[src/rtl/mux_pkg.sv]
// Shared constants and helpers for the mux_arb channel multiplexer.
package mux_pkg;

  localparam int unsigned DEF_WIDTH    = 8;
  localparam int unsigned DEF_CHANNELS = 4;

  // Width of a channel index for n channels (n >= 2).
  function automatic int unsigned chan_idx_w(input int unsigned n);
    return (n <= 32'd2) ? 32'd1 : 32'($clog2(n));
  endfunction

endpackage

[src/rtl/mux_arb_grant.sv]
// Grant generation for mux_arb: rotating-start priority search plus forced select.
// With ptr tied to zero the search degenerates to fixed lowest-index priority.
module mux_arb_grant
  import mux_pkg::*;
#(
  parameter int unsigned CHANNELS = DEF_CHANNELS,
  parameter int unsigned SELW     = chan_idx_w(CHANNELS)
) (
  input  logic [CHANNELS-1:0] valid,
  input  logic [SELW-1:0]     ptr,
  input  logic                force_en,
  input  logic [SELW-1:0]     force_sel,
  output logic [CHANNELS-1:0] grant_c,
  output logic [SELW-1:0]     grant_idx_c,
  output logic                grant_any_c
);

  // One-hot grant: forced channel if requested, else first valid from ptr.
  always_comb begin
    int unsigned c;
    grant_c     = '0;
    grant_idx_c = '0;
    grant_any_c = 1'b0;
    c           = 0;
    if (force_en) begin
      for (int unsigned i = 0; i < CHANNELS; i++) begin
        if ((32'(force_sel) == i) && valid[SELW'(i)]) begin
          grant_c[SELW'(i)] = 1'b1;
          grant_idx_c       = SELW'(i);
          grant_any_c       = 1'b1;
        end
      end
    end else begin
      for (int unsigned k = 0; k < CHANNELS; k++) begin
        c = 32'(ptr) + k;
        if (c >= CHANNELS) c = c - CHANNELS;
        if (!grant_any_c && valid[SELW'(c)]) begin
          grant_c[SELW'(c)] = 1'b1;
          grant_idx_c       = SELW'(c);
          grant_any_c       = 1'b1;
        end
      end
    end
  end

endmodule

[src/rtl/mux_arb.sv]
// Registered N:1 channel multiplexer with valid/ready handshakes and built-in arbiter.
// Build option: define RR_ARB_EN for round-robin arbitration; otherwise fixed
// lowest-index priority with no pointer register.
module mux_arb
  import mux_pkg::*;
#(
  parameter int unsigned WIDTH    = DEF_WIDTH,
  parameter int unsigned CHANNELS = DEF_CHANNELS,
  parameter int unsigned SELW     = chan_idx_w(CHANNELS)
) (
  input  logic                         clk,
  input  logic                         rst_n,
  input  logic [CHANNELS*WIDTH-1:0]    in_data,
  input  logic [CHANNELS-1:0]          in_valid,
  output logic [CHANNELS-1:0]          in_ready,
  input  logic                         force_en,
  input  logic [SELW-1:0]              force_sel,
  output logic [WIDTH-1:0]             out_data,
  output logic [SELW-1:0]              out_chan,
  output logic                         out_valid,
  input  logic                         out_ready
);

  logic                load_c;
  logic                xfer_c;
  logic [CHANNELS-1:0] grant_c;
  logic [SELW-1:0]     grant_idx_c;
  logic                grant_any_c;
  logic [WIDTH-1:0]    sel_data_c;
  logic [SELW-1:0]     ptr;

  mux_arb_grant #(
    .CHANNELS (CHANNELS),
    .SELW     (SELW)
  ) u_grant (
    .valid       (in_valid),
    .ptr         (ptr),
    .force_en    (force_en),
    .force_sel   (force_sel),
    .grant_c     (grant_c),
    .grant_idx_c (grant_idx_c),
    .grant_any_c (grant_any_c)
  );

  // Buffer can take a word when empty or draining this cycle.
  assign load_c   = !out_valid || out_ready;
  assign xfer_c   = rst_n && load_c && grant_any_c;
  assign in_ready = (rst_n && load_c) ? grant_c : '0;

  // Word from the granted channel; data never feeds the ready path.
  always_comb begin
    sel_data_c = '0;
    for (int unsigned i = 0; i < CHANNELS; i++) begin
      if (grant_c[SELW'(i)]) sel_data_c = in_data[i*WIDTH +: WIDTH];
    end
  end

`ifdef RR_ARB_EN
  // Round-robin pointer: advance past the winner of each non-forced transfer.
  always_ff @(posedge clk or negedge rst_n) begin
    if (!rst_n) begin
      ptr <= '0;
    end else if (xfer_c && !force_en) begin
      ptr <= (grant_idx_c == SELW'(CHANNELS - 1)) ? '0 : grant_idx_c + SELW'(1);
    end
  end
`else
  // Fixed priority: search always starts at channel 0.
  assign ptr = '0;
`endif

  // One-entry output buffer; holds on stall, empties when nothing is accepted.
  always_ff @(posedge clk or negedge rst_n) begin
    if (!rst_n) begin
      out_data  <= '0;
      out_chan  <= '0;
      out_valid <= 1'b0;
    end else if (load_c) begin
      out_valid <= xfer_c;
      if (xfer_c) begin
        out_data <= sel_data_c;
        out_chan <= grant_idx_c;
      end
    end
  end

endmodule
[config.mk]
export PLATFORM = sky130hd
export DESIGN_NAME = mux_arb
export DESIGN_NICKNAME = d
export VERILOG_FILES = /design/src/rtl/mux_pkg.sv /design/src/rtl/mux_arb_grant.sv /design/src/rtl/mux_arb.sv
export SDC_FILE = /design/constraint.sdc
export NUM_CORES = 1
export LEC_CHECK = 0
export CAP_MARGIN = 40
export CORE_UTILIZATION = 35
export DETAILED_ROUTE_END_ITERATION = 12
export PLACE_DENSITY = 0.68
export SLEW_MARGIN = 5
export SYNTH_ARGS = -nofsm -noshare
export SYNTH_HDL_FRONTEND = slang
export SYNTH_HIERARCHICAL = 1
export SYNTH_SLANG_ARGS = --single-unit
export TNS_END_PERCENT = 5
[constraint.sdc]
create_clock -name clk -period 5 [get_ports clk]
set_input_delay 0.75 -clock clk [delete_from_list [all_inputs] [get_ports clk]]
set_output_delay 0.75 -clock clk [all_outputs]
set_load 0.005 [all_outputs]
==> reports/qor.yml <==
worst_setup_path:
  path_cells: "clkdlybuf4s50_1, mux4_1, nor4b_4, a221o_1, a2bb2oi_1, and3_1, clkdlybuf4s50_1"
  end_kind: "output pin"
  path_max_fanout: 15
  worstPathArrival_ps: 3650
  critPathMaxStageDelay_ps: 800
  cp.required_ps: 4250
  cp_slowest_cell: "mux4_1"
  r2r-start: "out_valid"
  reg2regPathDepth: 3
  r2r_end: "out_chan[1]"
  cp-start-kind: "input port"
  crit_type: "in2out"
  rrSetupSlack_ps: 3480
  crit_top_cell: "clkdlybuf4s50_1"
power_and_ir_drop:
  clkPwrFrac_pct: 20.7
  power.switching_mw: 0.139
  max-vdd-ir-drop_mv: 0.104
  p_seq_share_pct: 28.5
  power_density_mw_per_mm2: 223
  p_leak_nw: 0.787
  p_comb_share_pct: 50.8
  internal_power_mw: 0.297
  swShare_pct: 31.9
timing:
  fin_crit_ps: 4400
  slew_headroom_pct: 49.8
  maxSlewViolCount: 0
  fmax_ghz: 0.227
  finalSetupViolCount: 0
  period_share_pct: 88.0
  worst_pin_slew_ps: 750
  hold_viol_final: 0
  holdWs_ps: 519
  rsz0062_at_grt: "false"
  fin_worst_skew_ps: 0.847
  fin_ws_ps: 598
  tns_ps: 0
synth:
  synthDistinctLibCells: 37
  synth-compound-area-share_pct: 29.7
  synth_area_leaders: "dfrtp_1, a221o_1, a21oi_1"
  synthAdderAreaFrac_pct: 4.73
  synth_top_family_by_area: "compound AO/OA/AOI/OAI gates"
  syn-cell-area_mm2: 0.00132
  ys.flop_type: "dfrtp_1"
  synth_warnings: 6
  synth-xor-area-share_pct: 0
  synth_edf_count: 0
  synth-seq-cells: 11
  yosys.area.top_type_share_pct: 20.8
  synth_common_cells: "a21oi_1, nand2_1, inv_1, nand3b_1, a221o_1"
  netlist_instances: 154
  async_reset_ff_share_pct: 100
  seq_area_frac_synth_pct: 20.8
  muxShareOfSynthArea_pct: 13.2
  avgSynthCellArea_um2: 8.58
  yosysMostFrequentCell: "a21oi_1"
  synth_top_area_cell: "dfrtp_1"
  synthSimpleGateAreaFrac_pct: 21.4
floorplanning:
  start_util_pct: 38.1
  core-area_mm2: 0.00347
  io_pins: 57
  die_w_um: 63.4
  dieArea_mm2: 0.00402
  rows: 21
  fp.dieH_um: 63.4
placement:
  io_buffers: 56
  postPlaceCellArea_mm2: 0.00191
  dpl.hpwl_um: 3050
  place_worst_setup_slack_ps: 623
  dp.cells: 254
  gp_congestion: 0.792
cts:
  clkSlewWorstSetupHoldPaths_ps: 50
  postCtsHoldBufs: 0
  cts_tree: "built"
  cts_setup_buffers: 0
  cts_sinks: 11
  cts_buffers: 3
  post_cts_resized: 0
  root_buffer: "clkbuf_8"
  clock_latency_ps: 240
  clk_path_buf_depth: 2
  h-tree-depth: 1
final_layout:
  drive_gt1_share_pct: 7.55
  fillCellCount: 322
  area_growth_pct: 48.0
  fin_nets: 260
  antenna_cells: 0
  fin_area_mm2: 0.00196
  layoutNonFillerInstCount: 258
routing:
  drt-pass1-iter-count: 4
  antenna_left: 0
  wl_per_cell_um: 15.9
  drtIter0Drc: 144
  avgViaCountPerCell: 5.59
  wl_um: 4110
  drcViolationCount: 0
  num_vias: 1441
worst_hold_path:
  worst_hold_path_type: "reg2reg"
  whs_endpoint: "out_chan[1]"
  holdCritStartpoint: "out_chan[1]"
  worst_hold_path.num_cells: 1
outcome:
  run_status: "complete, no violations"
grt:
  grt_pass1_vias: 1405
  grt_max_degree: 18
  antenna_found_initial: 0
  overflow: 0
  grtUsageTotal_pct: 21.5
  grt_pass1_wl_um: 6810
job:
  drv_cap: 0
==> logic make-up (layout without fill, tap and decap cells) <==
group,Yosys count,count (layout)
compound gates,54,54
fa+ha+maj,5,5
buf+inv,26,76
flops,11,11
mux,11,11
other cells,1,9
simple gates,46,46
==> state kept, by name, summed over array words and instances (netlist names) <==
name / cells
out_valid: 1
out_chan: 2
out_data: 8
==> layer usage <==
metal / global-route usage (%) / part of all wire, %
met1: 26.3 / 44
met2: 37.2 / 49
met3: 3.44 / 5.2
met4: 8.52 / 1.8
met5: 0 / 0
==> metrics by stage <==
stage | power [mW] | utilization (%)
5_1_grt | 0.463 | 56.4
3_5_place_dp | 0.344 | 55.1
3_3_place_gp | 0.339 | 55.1
6_report | 0.436 | 56.4
2_1_floorplan | 0.241 | -
4_1_cts | 0.435 | 56.4
==> cells in the final DEF (no fill, tap or decap), drive strengths merged, types with 3 or more instances in the layout <==
cell type      netlist  layout
a21oi               21      21
clkbuf               6       4
dfrtp               11      11
clkdlybuf4s50        0      56
nand3b              13      13
mux2i                5       5
conb                 1       9
mux4                 4       4
a221o               12      12
a2bb2oi              4       4
and3                 4       4
buf                  7       3
nand2               15      15
nand3                3       3
inv                 13      13
a31oi                8       8
ha                   5       5
==> worst max-delay path, delay by kind of cell <==
| family | cells | cell delay (ps) |
|---|---|---|
| multiplexers | 1 | 800 |
| buffers and inverters | 2 | 1040 |
| AO/OA/AOI/OAI | 2 | 410 |
| AND/OR/NAND/NOR | 2 | 650 |
==> layout make-up <==
cell class	count	area [µm²]	share of cell area, %
inverter	13	48.8	2.50
clock buffer	4	45.0	2.30
sequential	11	275	14.1
timing repair buffer	59	583	29.8
multi-input combinational	125	946	48.4
tap	46	57.6	2.94
==> worst max-delay path by stage <==
stage                 from           to  slack (ps)  depth (start not counted)
2_1_floorplan  in_valid[0]  in_ready[3]        1500                          7
3_3_place_gp   in_valid[0]  in_ready[3]         740                          7
3_5_place_dp   in_valid[0]  in_ready[3]         620                          7
4_1_cts        in_valid[0]  in_ready[3]         630                          7
5_1_grt        in_valid[0]  in_ready[3]         480                          7
6_report       in_valid[0]  in_ready[3]         600                          7
==> power groups by stage <==
stage               combinational [mW]  clock [mW]  sequential, mW
floorplan                        0.114           0           0.127
global placement                 0.215           0           0.124
detailed placement               0.218           0           0.126
CTS                              0.219      0.0921           0.124
global route                     0.240      0.0953           0.127
finish                           0.222      0.0901           0.124
Note: power is estimated with default switching activity, not from simulation.
